--- src/rtl/alu_arbiter_if.sv ---
// Bundle of the two requester channels, the shared-ALU connection and the
// grant counters of alu_arbiter.
interface alu_arbiter_if #(
    parameter int WIDTH = 32,
    parameter int OPW   = 5,
    parameter int CNTW  = 16
);
    logic             req0_valid;
    logic             req0_ready;
    logic [WIDTH-1:0] req0_a;
    logic [WIDTH-1:0] req0_b;
    logic [OPW-1:0]   req0_op;
    logic             req1_valid;
    logic             req1_ready;
    logic [WIDTH-1:0] req1_a;
    logic [WIDTH-1:0] req1_b;
    logic [OPW-1:0]   req1_op;

    logic             rsp0_valid;
    logic             rsp0_ready;
    logic [WIDTH-1:0] rsp0_c;
    logic             rsp0_zero;
    logic             rsp1_valid;
    logic             rsp1_ready;
    logic [WIDTH-1:0] rsp1_c;
    logic             rsp1_zero;

    logic [WIDTH-1:0] alu_a;
    logic [WIDTH-1:0] alu_b;
    logic [OPW-1:0]   alu_op;
    logic [WIDTH-1:0] alu_c;
    logic             alu_zero;

    logic [CNTW-1:0]  gnt0_cnt;
    logic [CNTW-1:0]  gnt1_cnt;

    // Requester / ALU side.
    modport master (
        output req0_valid, req0_a, req0_b, req0_op,
        output req1_valid, req1_a, req1_b, req1_op,
        output rsp0_ready, rsp1_ready, alu_c, alu_zero,
        input  req0_ready, req1_ready,
        input  rsp0_valid, rsp0_c, rsp0_zero, rsp1_valid, rsp1_c, rsp1_zero,
        input  alu_a, alu_b, alu_op, gnt0_cnt, gnt1_cnt
    );

    // Arbiter side.
    modport slave (
        input  req0_valid, req0_a, req0_b, req0_op,
        input  req1_valid, req1_a, req1_b, req1_op,
        input  rsp0_ready, rsp1_ready, alu_c, alu_zero,
        output req0_ready, req1_ready,
        output rsp0_valid, rsp0_c, rsp0_zero, rsp1_valid, rsp1_c, rsp1_zero,
        output alu_a, alu_b, alu_op, gnt0_cnt, gnt1_cnt
    );
endinterface

--- src/rtl/alu_arbiter.sv ---
// Round-robin arbiter sharing one ALU between two requesters, with a
// one-entry response buffer and a saturating grant counter per requester.
module alu_arbiter #(
    parameter int WIDTH = 32,
    parameter int OPW   = 5,
    parameter int CNTW  = 16
) (
    input  logic          clk,
    input  logic          rstn,
    alu_arbiter_if.slave  bus
);
    localparam logic [OPW-1:0] aluop_nop = {OPW{1'b0}};

    logic             elig0_s;
    logic             elig1_s;
    logic             gnt0_s;
    logic             gnt1_s;
    logic             last_gnt_r;
    logic             rsp0_valid_r;
    logic [WIDTH-1:0] rsp0_c_r;
    logic             rsp0_zero_r;
    logic             rsp1_valid_r;
    logic [WIDTH-1:0] rsp1_c_r;
    logic             rsp1_zero_r;
    logic [CNTW-1:0]  gnt0_cnt_r;
    logic [CNTW-1:0]  gnt1_cnt_r;

    function automatic logic [CNTW-1:0] sat_inc(input logic [CNTW-1:0] cnt);
        if (cnt == {CNTW{1'b1}}) begin
            return cnt;
        end else begin
            return cnt + {{(CNTW-1){1'b0}}, 1'b1};
        end
    endfunction

    // Eligibility and round-robin grant; a full, undrained buffer blocks its requester.
    always_comb begin
        elig0_s = bus.req0_valid & (~rsp0_valid_r | bus.rsp0_ready);
        elig1_s = bus.req1_valid & (~rsp1_valid_r | bus.rsp1_ready);
        gnt0_s  = 1'b0;
        gnt1_s  = 1'b0;
        if (!rstn) begin
            gnt0_s = 1'b0;
            gnt1_s = 1'b0;
        end else if (elig0_s && (!elig1_s || last_gnt_r)) begin
            gnt0_s = 1'b1;
        end else if (elig1_s) begin
            gnt1_s = 1'b1;
        end else begin
            gnt0_s = 1'b0;
            gnt1_s = 1'b0;
        end
    end

    // Route the granted request onto the shared ALU, idle it otherwise.
    always_comb begin
        bus.alu_a  = {WIDTH{1'b0}};
        bus.alu_b  = {WIDTH{1'b0}};
        bus.alu_op = aluop_nop;
        case ({gnt1_s, gnt0_s})
            2'b01: begin
                bus.alu_a  = bus.req0_a;
                bus.alu_b  = bus.req0_b;
                bus.alu_op = bus.req0_op;
            end
            2'b10: begin
                bus.alu_a  = bus.req1_a;
                bus.alu_b  = bus.req1_b;
                bus.alu_op = bus.req1_op;
            end
            default: begin
                bus.alu_a  = {WIDTH{1'b0}};
                bus.alu_b  = {WIDTH{1'b0}};
                bus.alu_op = aluop_nop;
            end
        endcase
    end

    // Remember the last winner; reset value 1 lets requester 0 win first.
    always_ff @(posedge clk or negedge rstn) begin
        if (!rstn) begin
            last_gnt_r <= 1'b1;
        end else if (gnt0_s) begin
            last_gnt_r <= 1'b0;
        end else if (gnt1_s) begin
            last_gnt_r <= 1'b1;
        end else begin
            last_gnt_r <= last_gnt_r;
        end
    end

    // Response buffer 0: a new load takes priority over a drain in the same cycle.
    always_ff @(posedge clk or negedge rstn) begin
        if (!rstn) begin
            rsp0_valid_r <= 1'b0;
            rsp0_c_r     <= {WIDTH{1'b0}};
            rsp0_zero_r  <= 1'b0;
        end else if (gnt0_s) begin
            rsp0_valid_r <= 1'b1;
            rsp0_c_r     <= bus.alu_c;
            rsp0_zero_r  <= bus.alu_zero;
        end else if (bus.rsp0_ready) begin
            rsp0_valid_r <= 1'b0;
        end else begin
            rsp0_valid_r <= rsp0_valid_r;
        end
    end

    // Response buffer 1.
    always_ff @(posedge clk or negedge rstn) begin
        if (!rstn) begin
            rsp1_valid_r <= 1'b0;
            rsp1_c_r     <= {WIDTH{1'b0}};
            rsp1_zero_r  <= 1'b0;
        end else if (gnt1_s) begin
            rsp1_valid_r <= 1'b1;
            rsp1_c_r     <= bus.alu_c;
            rsp1_zero_r  <= bus.alu_zero;
        end else if (bus.rsp1_ready) begin
            rsp1_valid_r <= 1'b0;
        end else begin
            rsp1_valid_r <= rsp1_valid_r;
        end
    end

    // Saturating grant counters for performance monitoring.
    always_ff @(posedge clk or negedge rstn) begin
        if (!rstn) begin
            gnt0_cnt_r <= {CNTW{1'b0}};
            gnt1_cnt_r <= {CNTW{1'b0}};
        end else begin
            if (gnt0_s) begin
                gnt0_cnt_r <= sat_inc(gnt0_cnt_r);
            end else begin
                gnt0_cnt_r <= gnt0_cnt_r;
            end
            if (gnt1_s) begin
                gnt1_cnt_r <= sat_inc(gnt1_cnt_r);
            end else begin
                gnt1_cnt_r <= gnt1_cnt_r;
            end
        end
    end

    assign bus.req0_ready = gnt0_s;
    assign bus.req1_ready = gnt1_s;
    assign bus.rsp0_valid = rsp0_valid_r;
    assign bus.rsp0_c     = rsp0_c_r;
    assign bus.rsp0_zero  = rsp0_zero_r;
    assign bus.rsp1_valid = rsp1_valid_r;
    assign bus.rsp1_c     = rsp1_c_r;
    assign bus.rsp1_zero  = rsp1_zero_r;
    assign bus.gnt0_cnt   = gnt0_cnt_r;
    assign bus.gnt1_cnt   = gnt1_cnt_r;
endmodule

--- src/flat_wrapper.sv ---
// flat-port wrapper written by rule: the top's interface ports become plain ports
module alu_arbiter_flat 
#(
    parameter int WIDTH = 32,
    parameter int OPW   = 5,
    parameter int CNTW  = 16
)
  (clk, rstn, bus_req0_valid, bus_req0_a, bus_req0_b, bus_req0_op, bus_req1_valid, bus_req1_a, bus_req1_b, bus_req1_op, bus_rsp0_ready, bus_rsp1_ready, bus_alu_c, bus_alu_zero, bus_req0_ready, bus_req1_ready, bus_rsp0_valid, bus_rsp0_c, bus_rsp0_zero, bus_rsp1_valid, bus_rsp1_c, bus_rsp1_zero, bus_alu_a, bus_alu_b, bus_alu_op, bus_gnt0_cnt, bus_gnt1_cnt);
  alu_arbiter_if #(.WIDTH(WIDTH), .OPW(OPW), .CNTW(CNTW)) bus_i ();
  input  logic clk;
  input  logic rstn;
  input wire logic [$bits(bus_i.req0_valid)-1:0] bus_req0_valid;
  input wire logic [$bits(bus_i.req0_a)-1:0] bus_req0_a;
  input wire logic [$bits(bus_i.req0_b)-1:0] bus_req0_b;
  input wire logic [$bits(bus_i.req0_op)-1:0] bus_req0_op;
  input wire logic [$bits(bus_i.req1_valid)-1:0] bus_req1_valid;
  input wire logic [$bits(bus_i.req1_a)-1:0] bus_req1_a;
  input wire logic [$bits(bus_i.req1_b)-1:0] bus_req1_b;
  input wire logic [$bits(bus_i.req1_op)-1:0] bus_req1_op;
  input wire logic [$bits(bus_i.rsp0_ready)-1:0] bus_rsp0_ready;
  input wire logic [$bits(bus_i.rsp1_ready)-1:0] bus_rsp1_ready;
  input wire logic [$bits(bus_i.alu_c)-1:0] bus_alu_c;
  input wire logic [$bits(bus_i.alu_zero)-1:0] bus_alu_zero;
  output wire logic [$bits(bus_i.req0_ready)-1:0] bus_req0_ready;
  output wire logic [$bits(bus_i.req1_ready)-1:0] bus_req1_ready;
  output wire logic [$bits(bus_i.rsp0_valid)-1:0] bus_rsp0_valid;
  output wire logic [$bits(bus_i.rsp0_c)-1:0] bus_rsp0_c;
  output wire logic [$bits(bus_i.rsp0_zero)-1:0] bus_rsp0_zero;
  output wire logic [$bits(bus_i.rsp1_valid)-1:0] bus_rsp1_valid;
  output wire logic [$bits(bus_i.rsp1_c)-1:0] bus_rsp1_c;
  output wire logic [$bits(bus_i.rsp1_zero)-1:0] bus_rsp1_zero;
  output wire logic [$bits(bus_i.alu_a)-1:0] bus_alu_a;
  output wire logic [$bits(bus_i.alu_b)-1:0] bus_alu_b;
  output wire logic [$bits(bus_i.alu_op)-1:0] bus_alu_op;
  output wire logic [$bits(bus_i.gnt0_cnt)-1:0] bus_gnt0_cnt;
  output wire logic [$bits(bus_i.gnt1_cnt)-1:0] bus_gnt1_cnt;
  assign bus_i.req0_valid = bus_req0_valid;
  assign bus_i.req0_a = bus_req0_a;
  assign bus_i.req0_b = bus_req0_b;
  assign bus_i.req0_op = bus_req0_op;
  assign bus_i.req1_valid = bus_req1_valid;
  assign bus_i.req1_a = bus_req1_a;
  assign bus_i.req1_b = bus_req1_b;
  assign bus_i.req1_op = bus_req1_op;
  assign bus_i.rsp0_ready = bus_rsp0_ready;
  assign bus_i.rsp1_ready = bus_rsp1_ready;
  assign bus_i.alu_c = bus_alu_c;
  assign bus_i.alu_zero = bus_alu_zero;
  assign bus_req0_ready = bus_i.req0_ready;
  assign bus_req1_ready = bus_i.req1_ready;
  assign bus_rsp0_valid = bus_i.rsp0_valid;
  assign bus_rsp0_c = bus_i.rsp0_c;
  assign bus_rsp0_zero = bus_i.rsp0_zero;
  assign bus_rsp1_valid = bus_i.rsp1_valid;
  assign bus_rsp1_c = bus_i.rsp1_c;
  assign bus_rsp1_zero = bus_i.rsp1_zero;
  assign bus_alu_a = bus_i.alu_a;
  assign bus_alu_b = bus_i.alu_b;
  assign bus_alu_op = bus_i.alu_op;
  assign bus_gnt0_cnt = bus_i.gnt0_cnt;
  assign bus_gnt1_cnt = bus_i.gnt1_cnt;
  alu_arbiter #(.WIDTH(WIDTH), .OPW(OPW), .CNTW(CNTW)) u_core (.clk(clk), .rstn(rstn), .bus(bus_i));
endmodule
--- config.mk ---
export PLATFORM = sky130hd
export DESIGN_NAME = alu_arbiter_flat
export DESIGN_NICKNAME = d
export VERILOG_FILES = /design/src/rtl/alu_arbiter_if.sv /design/src/rtl/alu_arbiter.sv /design/src/flat_wrapper.sv
export SDC_FILE = /design/constraint.sdc
export NUM_CORES = 1
export LEC_CHECK = 0
export BUFFER_PORTS_ARGS = -buffer_cell sky130_fd_sc_hd__buf_2
export CAP_MARGIN = 20
export CELL_PAD_IN_SITES_DETAIL_PLACEMENT = 0
export CELL_PAD_IN_SITES_GLOBAL_PLACEMENT = 1
export CORE_AREA = 2 2 136 138
export DETAILED_ROUTE_END_ITERATION = 8
export DIE_AREA = 0 0 138 140
export PLACE_DENSITY_LB_ADDON = 0.1
export SKIP_CTS_REPAIR_TIMING = 1
export SYNTH_ARGS = -nofsm -noshare
export SYNTH_HDL_FRONTEND = slang
export SYNTH_SLANG_ARGS = --single-unit
--- constraint.sdc ---
create_clock -name clk -period 5 [get_ports clk]
set_clock_uncertainty 0.15 [all_clocks]
set_input_delay 0.25 -clock clk [delete_from_list [all_inputs] [get_ports clk]]
set_output_delay 0.25 -clock clk [all_outputs]
set_load 0.05 [all_outputs]
==> metrics.md, run 1 <==
| Metric | Value |
|---|---|
| Crit path capture type | primary output |
| Worst slew pin tran | 1.07 ns |
| EDFF count, synth | 0 |
| HPWL after DPL | 16000 microns |
| Yosys Warn Count | 0 |
| Die Wd | 138 microns |
| Remaining DRCs | 0 |
| Crit path required time | 4.60 ns |
| Port Buffers | 347 |
| Worst min path class | in2reg |
| Filler-free cell count of the finished design | ~1200 |
| Count of different cell masters after synthesis | 38 |
| Fin Setup TNS | 0 ns |
| Hold Vio Cnt, Final | 0 |
| Overall Power | about 3.4 mW |
| Unrepaired setup endpoints after global routing | false |
| Register bit total from synthesis | 101 |
| Syn Inst Count | 602 |
| 1st-iter DRT viols | 382 |
| Fin. max-slew vios | 0 |
| Synth Net Count | 784 |
| Core Box Area | ~18000 sq um |
| Setup ws final | 0.762 ns |
| Share of post-route cells with drive strength above 1 | 40.1% |
| Setup violators final | 0 |
| Worst-path cell chain | dlygate4sd3_1 -> buf_4 -> nand2_1 -> a211o_2 -> buf_4 -> ha_2 -> buf_4 -> a22oi_1 -> nor2b_1 -> buf_2 |
| Crit path time final | 4.24 ns |
| Dominant cell type by area after synthesis | dfrtp_1 |
| Worst IR Drop VDD | around 0.20 mV |
| Placed insts | 1147 |
| Outcome | finished, final reports clean |
| Pre-CTS setup slack | 1.29 ns |
| Final ANT Viol Nets | 0 |
| Total global-route track usage | a little over a fifth |
| Drt pass-1 iters | 5 |
| Sequential fraction of the synthesis area | a little under half |
| CP top delay family | buffers and inverters |
| Die area | 19300 sq um |
| Initial Util | 29.8% |
| Post-route cell area | 7900 sq um |
| Via count | 5747 |
| Synth async-reset ratio | 100% |
| Wire length per cell | 17.6 microns |
| RD Place Congestion | 1.02 |
| Worst path bufs/invs | 5 |
| Initial antenna violation count | 1 |
| Vias in the first global route | 5597 |
| Synth area leaders | dfrtp_1 47%, nand2_1 15%, a22oi_1 9.8% |
| Avg Inst Size Synth | around 9 sq um |
| CP max-delay cell | ha_2 |
| Cell mode on critical path | buf_4 |
| Filler Cell Count | 1820 |
| Clk slew on worst S/H paths | 0.06 ns |
| CTS Buffer Depth | 2 |
| DIE HEIGHT | 140 microns |
| Setup Crit Path Kind | in2out |
| I/O pin count | around 350 |
| Crit path largest cell delay | 1.01 ns |
| TritonCTS clock tree | yes |
| P_leak | 4.28 nW |
| TritonCTS Buffers | 9 |
| Post-DR vias/cell | 4.80 |
| Fraction of the cycle the final worst path needs | 84.8% |
| Row count | 49 |
| Max Clock Freq | approximately 240 MHz |
| P per Cell Area | 428 nW/um^2 |
| Layout area overhead | 48.8% |
| Prevailing post-synth register cell | dfrtp_1 |
| Worst EP arrival | between 3 and 4 ns |
| Yosys top cell area share | between 40% and 50% |
| Util after Layout | 44.4% |
| Worst rel slew slack | 28.5% |
| Post-Syn Area | 5310 sq um |
| Clk Latency, worst-skew pair | 0.35 ns |
| Largest net degree at the start of global routing | slightly above 60 |
| Global-route wire length before repair | between 30000 and 40000 microns |
| H-tree Lvls | 3 |
| Placed cell areas | 7230 sq um |
| Min Hold Slack | 0.0311 ns |
| Fin nets | 1146 |
| WL final | 21100 microns |
| Remaining global-route overflow | 0 |
| CTS root buffer | clkbuf_16 |
| Startpoint Class | input pin |
| CTS Sinks | 101 |
| Max-Cap Viols | 0 |
| Maximum fanout along the worst path | 53 |
## kinds of logic (layout without fill, tap and decap cells)
group / Yosys count / in the layout / synth area share [%]
AND/OR/NAND/NOR: 346 / 346 / 31.6
flip-flops: 101 / 101 / 47.7
AO/OA/AOI/OAI: 75 / 75 / 10.6
buffers and inverters: 44 / 410 / 3.51
XOR/XNOR: 24 / 24 / 3.96
multiplexers: 7 / 7 / 1.49
adder cells (fa/ha/maj): 5 / 5 / 1.18
other: 0 / 1 / 0
## report_power, final
part / internal, mW / switching (mW)
Combinational: 0.382 / 1.14
Clock: 0.398 / 0.301
Sequential: 1.00 / 0.152
## flip-flops by register name, indices dropped and copies added (netlist names), 16 cells and up
| signal | count |
|---|---|
| u_core.bus.gnt0_cnt | 16 |
| u_core.bus.rsp1_c | 32 |
| u_core.bus.gnt1_cnt | 16 |
| u_core.bus.rsp0_c | 32 |
## layout make-up
cell class / instances / area [sq um] / area share [%]
multi-input combinational: 457 / 2600 / 32.9
sequential: 101 / 2530 / 32.0
inverter: 4 / 15.0 / 0.190
antenna: 1 / 2.50 / 0.0317
clock buffer: 11 / 243 / 3.07
timing repair buffer: 391 / 2170 / 27.5
clock inverter: 4 / 48.8 / 0.618
tap: 229 / 287 / 3.63
## placed cells by master, fill, tap and decap left out, types with 7 or more instances in the layout
master         count
buf_4             10
nand4_1            7
a22oi_1           69
nor2b_1           71
nor3_1             7
buf_2            346
nor4_1            16
clkbuf_16          9
dlygate4sd3_1     34
xor2_1            22
nand2_1          213
dfrtp_1          100
## tightest hold or removal path, cell delays in order
cell and delay (ns):
buf_2 0.07, nand2b_4 0.12, nand2_1 0.05
## synthesized netlist by cell type (3+ instances only)
| master | number |
|---|---|
| nand3_1 | 6 |
| nor2b_1 | 71 |
| nor4_1 | 16 |
| dfrtp_1 | 100 |
| a22oi_1 | 69 |
| nor3b_1 | 3 |
| nand4_1 | 7 |
| ha_1 | 5 |
| nor3_1 | 7 |
| nand2b_1 | 3 |
| xor2_1 | 22 |
| buf_1 | 3 |
| mux2_2 | 6 |
| clkbuf_1 | 30 |
| buf_2 | 5 |
| nand2_1 | 213 |
| and3_1 | 3 |
## per-layer routing
layer  GRT usage, %  vias up  wire length [microns]
met3           5.61       36                   1290
met5              0        -                      0
met2           36.5      226                  10900
met1           24.1     2737                   8190
met4           9.83        0                    704
li1               -     2748                      -
## path summary, 6_finish.rpt
kind,startpoint,slack (ns),to,cells after the start
max,rstn,0.76,bus_alu_b[14],10
min,bus_rsp1_ready,0.03,u_core.bus.rsp1_valid,3
max reg2reg,u_core.last_gnt_r,2.67,u_core.bus.gnt0_cnt[14],5
min reg2reg,u_core.bus.rsp1_c[15],0.32,u_core.bus.rsp1_c[15],2
max in group asynchronous,rstn,3.23,u_core.bus.rsp0_c[1],3
min in group asynchronous,rstn,0.27,u_core.bus.gnt0_cnt[12],2
(Power assumes the default switching activity.)
==> inputs of run 2 (changes only) <==
- CORE_AREA: 2 2 136 138 -> unset
- CORE_ASPECT_RATIO: unset -> 1.5
- CORE_UTILIZATION: unset -> 29
- DIE_AREA: 0 0 138 140 -> unset
- clock period: 5 -> 4.12 ns (I/O delays scaled with it)
==> run 2 against run 1 <==
The run now ends with hold timing left. Final area grew 0.30%. Total power is 22% higher. Core utilization fell by 0.27 points. Worst hold slack got worse by 0.035 ns. Wire length is 0.87% lower. Sequential power increased by 23%. Critical path depth decreased by 2. Register-to-register slack lost 0.91 ns. Global-route usage up 0.55 points. Cell count down 0.58%. Worst setup slack better by 0.18 ns.
==> metrics.md, run 2 (synthesis gave the netlist of run 1 again) <==
| Metric | Value |
|---|---|
| Via count | 5763 (+0.28%) |
| HPWL after DPL | 15800 microns (-1.7%) |
| CP max-delay cell | buf_4 |
| Worst rel slew slack | 50.4% (+22 points) |
| Largest net degree at the start of global routing | 70 (+15%) |
| Crit path required time | 3.76 ns (-0.84 ns) |
| RD Place Congestion | 0.856 (-16%) |
| Setup violators final | 0 (unchanged) |
| Max Clock Freq | 315 MHz |
| Fin Setup TNS | 0 ns (unchanged) |
| Final ANT Viol Nets | 0 (unchanged) |
| P_leak | 4.28 nW (about the same) |
| Share of post-route cells with drive strength above 1 | 41.2% (+1.1 points) |
| Hold Vio Cnt, Final | 1 (+1) |
| Clk Latency, worst-skew pair | 0.34 ns (about the same) |
| Unrepaired setup endpoints after global routing | false |
| Worst min path class | in2reg |
| Startpoint Class | register |
| Remaining DRCs | 0 (unchanged) |
| Core Box Area | 17900 sq um (+0.91%) |
| Sequential Power Share | 34.2% (about the same) |
| CTS Buffer Depth | 2 (unchanged) |
| Sequential Area | 2530 sq um (unchanged) |
| TritonCTS Buffers | 9 (unchanged) |
| Fin nets | 1145 (-0.087%) |
| Initial Util | 29.6% (-0.27 points) |
| Wire length per cell | 17.6 microns (-0.29%) |
| Layout area overhead | 49.3% |
| Remaining global-route overflow | 0 (unchanged) |
| TritonCTS clock tree | yes |
| Most frequent cells in the layout | 346 x buf_2, 213 x nand2_1, 100 x dfrtp_1 |
| Sw Share | 47.3% (+0.12 points) |
| Row count | 60 (+22%) |
| Min Hold Slack | -0.00381 ns (-0.0349 ns) |
| Area of the multi-input gates | 2620 sq um (+0.96%) |
| Die Wd | 112 microns (-19%) |
| Vias in the first global route | 5486 (-2.0%) |
| DIE HEIGHT | 168 microns (+20%) |
| Crit path capture type | primary output |
| Drt pass-1 iters | 6 (+1) |
| Post-DR vias/cell | 4.84 (+0.87%) |
| Worst IR Drop VDD | 0.174 mV (-12%) |
| Maximum fanout along the worst path | 69 (+30%) |
| Clock power frac | 21.3% (+0.6 points) |
| H-tree Lvls | 3 (unchanged) |
| Total global-route track usage | 21.5% (+0.55 points) |
| WL final | 20900 microns (-0.87%) |
| Failing checks | hold timing |
| Worst EP arrival | 2.82 ns (-1.02 ns) |
| Clk slew on worst S/H paths | 0.07 ns (about the same) |
| Commonest non-fill, non-tap cell in the layout | buf_2 |
| Die area | 18900 sq um (-2.4%) |
| I/O pin count | 348 (unchanged) |
| Crit path largest cell delay | 0.55 ns (-0.46 ns) |
| Outcome | finished, violations left |
| 1st-iter DRT viols | 259 (-32%) |
| Max-Cap Viols | 0 (unchanged) |
| Port Buffers | 347 (unchanged) |
| Fraction of the cycle the final worst path needs | 77.1% |
| Setup Crit Path Kind | reg2out |
| Crit path time final | 3.17 ns |
| Filler Cell Count | 1858 (+2.1%) |
| CTS root buffer | clkbuf_16 |
| CTS Sinks | 101 (unchanged) |
| Global-route wire length before repair | 30800 microns (-3.2%) |
| Fin. max-slew vios | 0 (unchanged) |
| Net switching power | 1.95 mW (+22%) |
| Pint | 2.17 mW (+21%) |
| Overall Power | 4.11 mW (+22%) |
| Comb pwr share | 44.6% (-0.5 points) |
| Initial antenna violation count | 8 (+7) |
| Worst-path cell chain | nor2b_1 -> a211o_2 -> clkinv_1 -> ha_2 -> buf_4 -> a22oi_1 -> nor2b_1 -> buf_2 |
| Cell mode on critical path | nor2b_1 |
| P per Cell Area | 519 nW/um^2 (+21%) |
| Worst slew pin tran | 0.744 ns (-0.328 ns) |
run 2: cell count changes in the layout (fill, tap and decap cells not counted), sizes merged:
cell,change
clkinv,-1
diode,+5
buf,-1
clkbuf,-1
clkinvlp,+1
inv,+2
run 2: area by class of cell:
class	count	share of cell area, %
inverters	4	0.190
clock inverters	6	0.869
clock buffers	10	3.02
well taps	217	3.43
multi-input cells	457	33.1
repair buffers	390	27.3
diodes	6	0.190
flip-flops and latches	101	31.9
run 2: per-stage QoR:
| stage | std cells | utilization (%) | hold slack [ns] | area [sq um] | setup slack, ns |
|---|---|---|---|---|---|
| after floorplan | 602 | - | -0.240 | 5330 | 0.100 |
| after global placement | 1135 | 40.4 | -0.132 | 7260 | 1.36 |
| after detailed placement | 1135 | 40.4 | -0.130 | 7260 | 1.33 |
| after CTS | 1151 | 42.2 | -0.498 | 7560 | 0.944 |
| after global routing | 1189 | 44.1 | 0.0113 | 7920 | 0.717 |
| final | 1191 | 44.1 | -0.00381 | 7920 | 0.945 |
run 2: worst paths after layout:
kind | startpoint | endpoint | slack, ns | cells past startpoint
setup / recovery | u_core.last_gnt_r | bus_alu_b[25] | 0.95 | 8
hold / removal | bus_rsp1_ready | u_core.bus.rsp1_valid | -0.004 | 3
setup reg to reg | u_core.last_gnt_r | u_core.bus.gnt0_cnt[14] | 1.76 | 5
hold reg to reg | u_core.bus.rsp1_c[9] | u_core.bus.rsp1_c[9] | 0.32 | 2
max in group asynchronous | rstn | u_core.bus.rsp0_c[26] | 2.28 | 4
min in group asynchronous | rstn | u_core.bus.rsp0_valid | 0.06 | 2
run 2: power by group through the flow:
stage	Clock, mW	Sequential, mW	Combinational [mW]
2_1_floorplan	0	2.18	0.525
3_3_place_gp	0	1.41	1.81
3_5_place_dp	0	1.42	1.82
4_1_cts	0.908	1.41	1.82
5_1_grt	0.937	1.44	1.94
6_report	0.876	1.41	1.83
run 2: critical path: cells and delay by family, from the launching register on:
kind                       cells  cell delay (ns)
and+or+nand+nor                2             0.21
AOI/OAI and AO/OA              2             0.62
DFF                            1             0.54
adders and majority gates      1             0.16
buffers and inverters          3             0.92
run 2: layer usage:
| metal | global-route usage [%] | share of wire [%] | wire [microns] |
|---|---|---|---|
| met5 | 0 | 0.057 | 12 |
| met4 | 8.64 | 2.1 | 436 |
| met3 | 6.88 | 7.4 | 1540 |
| met2 | 36.8 | 51 | 10600 |
| met1 | 24.8 | 40 | 8350 |
==> inputs of run 3 (changes only) <==
- CORE_UTILIZATION: 29 -> 26
- clock period: 4.12 -> 2.9 ns (I/O delays scaled with it)
==> run 3 against run 2 <==
The run now ends clean. Wire length is 8.2% higher. Critical endpoint is now bus_alu_a[18]. Final area is 7.7% higher. Clock power is 30% higher. Sequential share of layout area is 2.2 points lower. Global-route usage is 0.95 points lower. Non-clock buffer count is 8 higher. Via count is 1.1% higher. Cell count is 3.9% higher.
==> metrics.md, run 3 (synthesis gave the netlist of run 1 again) <==
| Metric | Value |
|---|---|
| Outcome | finished, final reports clean |
| WL final | 22600 microns (+8.2%) |
| Worst IR Drop VDD | 0.266 mV (+53%) |
| Clk slew on worst S/H paths | 0.07 ns (about the same) |
| Fin. max-slew vios | 0 (unchanged) |
| CP top delay family | buffers and inverters |
| Post-DR vias/cell | 4.71 (-2.7%) |
| Largest net degree at the start of global routing | 70 (unchanged) |
| Drt pass-1 iters | 5 (-1) |
| Setup violators final | 0 (unchanged) |
| Most frequent cells in the layout | 342 x buf_2, 213 x nand2_1, 98 x dfrtp_1 |
| TritonCTS clock tree | yes |
| Worst rel slew slack | 52.0% (+1.6 points) |
| Fin Setup TNS | 0 ns (unchanged) |
| CTS Sinks | 101 (unchanged) |
| Total global-route track usage | 20.6% (-0.95 points) |
| Maximum fanout along the worst path | 35 (-49%) |
| Placed insts | 1181 (+4.1%) |
| CTS root buffer | clkbuf_16 |
| I/O pin count | 348 (unchanged) |
| Util after Layout | 42.9% (-1.2 points) |
| Remaining DRCs | 0 (unchanged) |
| Max-Cap Viols | 0 (unchanged) |
| Post-route cell area | 8530 sq um (+7.7%) |
| Filler Cell Count | 2072 (+12%) |
| Commonest non-fill, non-tap cell in the layout | buf_2 |
| Layout area overhead | 60.7% |
| Die area | 21000 sq um (+11%) |
| Share of post-route cells with drive strength above 1 | 48.0% (+6.8 points) |
| TritonCTS Buffers | 9 (unchanged) |
| Vias in the first global route | 5737 (+4.6%) |
| CTS Buffer Depth | 2 (unchanged) |
| Initial Util | 26.7% (-2.9 points) |
| Worst slew pin tran | 0.720 ns (-0.0237 ns) |
| Wire length per cell | 18.3 microns (+4.1%) |
| Overall Power | 5.93 mW (+44%) |
| Row count | 63 (+5.0%) |
| Pre-CTS setup slack | 0.297 ns (-1.04 ns) |
| RD Place Congestion | 0.813 (-5.0%) |
| Filler-free cell count of the finished design | 1238 (+3.9%) |
| Final ANT Viol Nets | 0 (unchanged) |
| Crit path time final | 2.81 ns |
| Crit path capture type | primary output |
| DIE HEIGHT | 177 microns (+5.5%) |
| Setup ws final | 0.0935 ns (-0.852 ns) |
| Setup Crit Path Kind | in2out |
| Worst path bufs/invs | 5 (+2) |
| Die Wd | 119 microns (+5.5%) |
| Worst min path class | in2async |
| Crit path largest cell delay | 0.54 ns (about the same) |
| Remaining global-route overflow | 0 (unchanged) |
| Initial antenna violation count | 10 (+2) |
| Max Clock Freq | 356 MHz |
| Startpoint Class | input pin |
| H-tree Lvls | 3 (unchanged) |
| P_leak | 4.46 nW (+4.3%) |
| Port Buffers | 347 (unchanged) |
| Hold Vio Cnt, Final | 0 (-1) |
| Min Hold Slack | 0.169 ns (+0.173 ns) |
| Crit path required time | 2.61 ns (-1.15 ns) |
| Core Box Area | 19900 sq um (+11%) |
| Clk Latency, worst-skew pair | 0.35 ns (about the same) |
| Placed cell areas | 7800 sq um (+7.5%) |
| Fin nets | 1153 (+0.70%) |
| 1st-iter DRT viols | 331 (+28%) |
| Fraction of the cycle the final worst path needs | 96.8% |
| Worst-path cell chain | dlygate4sd3_1 -> buf_2 -> nand2b_4 -> a211o_4 -> clkinv_1 -> ha_2 -> buf_12 -> a22oi_1 -> nor2b_4 -> buf_4 |
| Global-route wire length before repair | 32500 microns (+5.4%) |
| P per Cell Area | 695 nW/um^2 (+34%) |
| Reg2reg setup slack | 0.58 ns (-1.18 ns) |
| Worst EP arrival | 2.51 ns (-0.31 ns) |
| Unrepaired setup endpoints after global routing | true |
| Via count | 5828 (+1.1%) |
| HPWL after DPL | 17100 microns (+8.4%) |
| CP max-delay cell | dlygate4sd3_1 |
-- run 3: cell count changes in the layout (fill, tap and decap cells not counted), sizes merged --
cell and delta:
inv +1, diode -3, clkbuf +4, buf +1, clkinvlp +1, clkinv -1, bufinv -1, dlygate4sd3 +2
-- run 3: final timing paths --
path | startpoint | depth (start not counted) | end
max | bus_rsp1_ready | 10 | bus_alu_a[18]
min | rstn | 2 | u_core.last_gnt_r
max reg2reg | u_core.last_gnt_r | 5 | u_core.bus.gnt0_cnt[14]
min reg2reg | u_core.bus.rsp1_c[23] | 2 | u_core.bus.rsp1_c[23]
max in group asynchronous | rstn | 4 | u_core.bus.rsp1_valid
min in group clk | bus_req0_valid | 5 | u_core.bus.rsp0_c[27]
-- run 3: power breakdown --
part           switching (mW)  total, mW  internal, mW
Sequential              0.261       1.99          1.73
Combinational            2.03       2.80         0.768
Clock                   0.558       1.14         0.586
-- run 3: layout make-up --
type                            instances  area, sq um  share of cell area [%]
Multi-Input combinational cell        457         3090                    36.2
Inverter                                4         15.0                   0.176
Clock buffer                            9          225                    2.64
Tap cell                              260          325                    3.82
Antenna cell                            3         7.51                  0.0880
Sequential cell                       101         2530                    29.7
Timing Repair Buffer                  398         2290                    26.8
Clock inverter                          6         46.3                   0.543
-- run 3: per-layer routing --
| layer | GRT usage, % | vias to the layer above | part of all wire [%] |
|---|---|---|---|
| li1 | - | 2770 | - |
| met1 | 22.5 | 2731 | 37 |
| met2 | 36.8 | 277 | 52 |
| met3 | 6.12 | 40 | 7.7 |
| met4 | 8.76 | 10 | 2.8 |
| met5 | 0 | - | 0.27 |
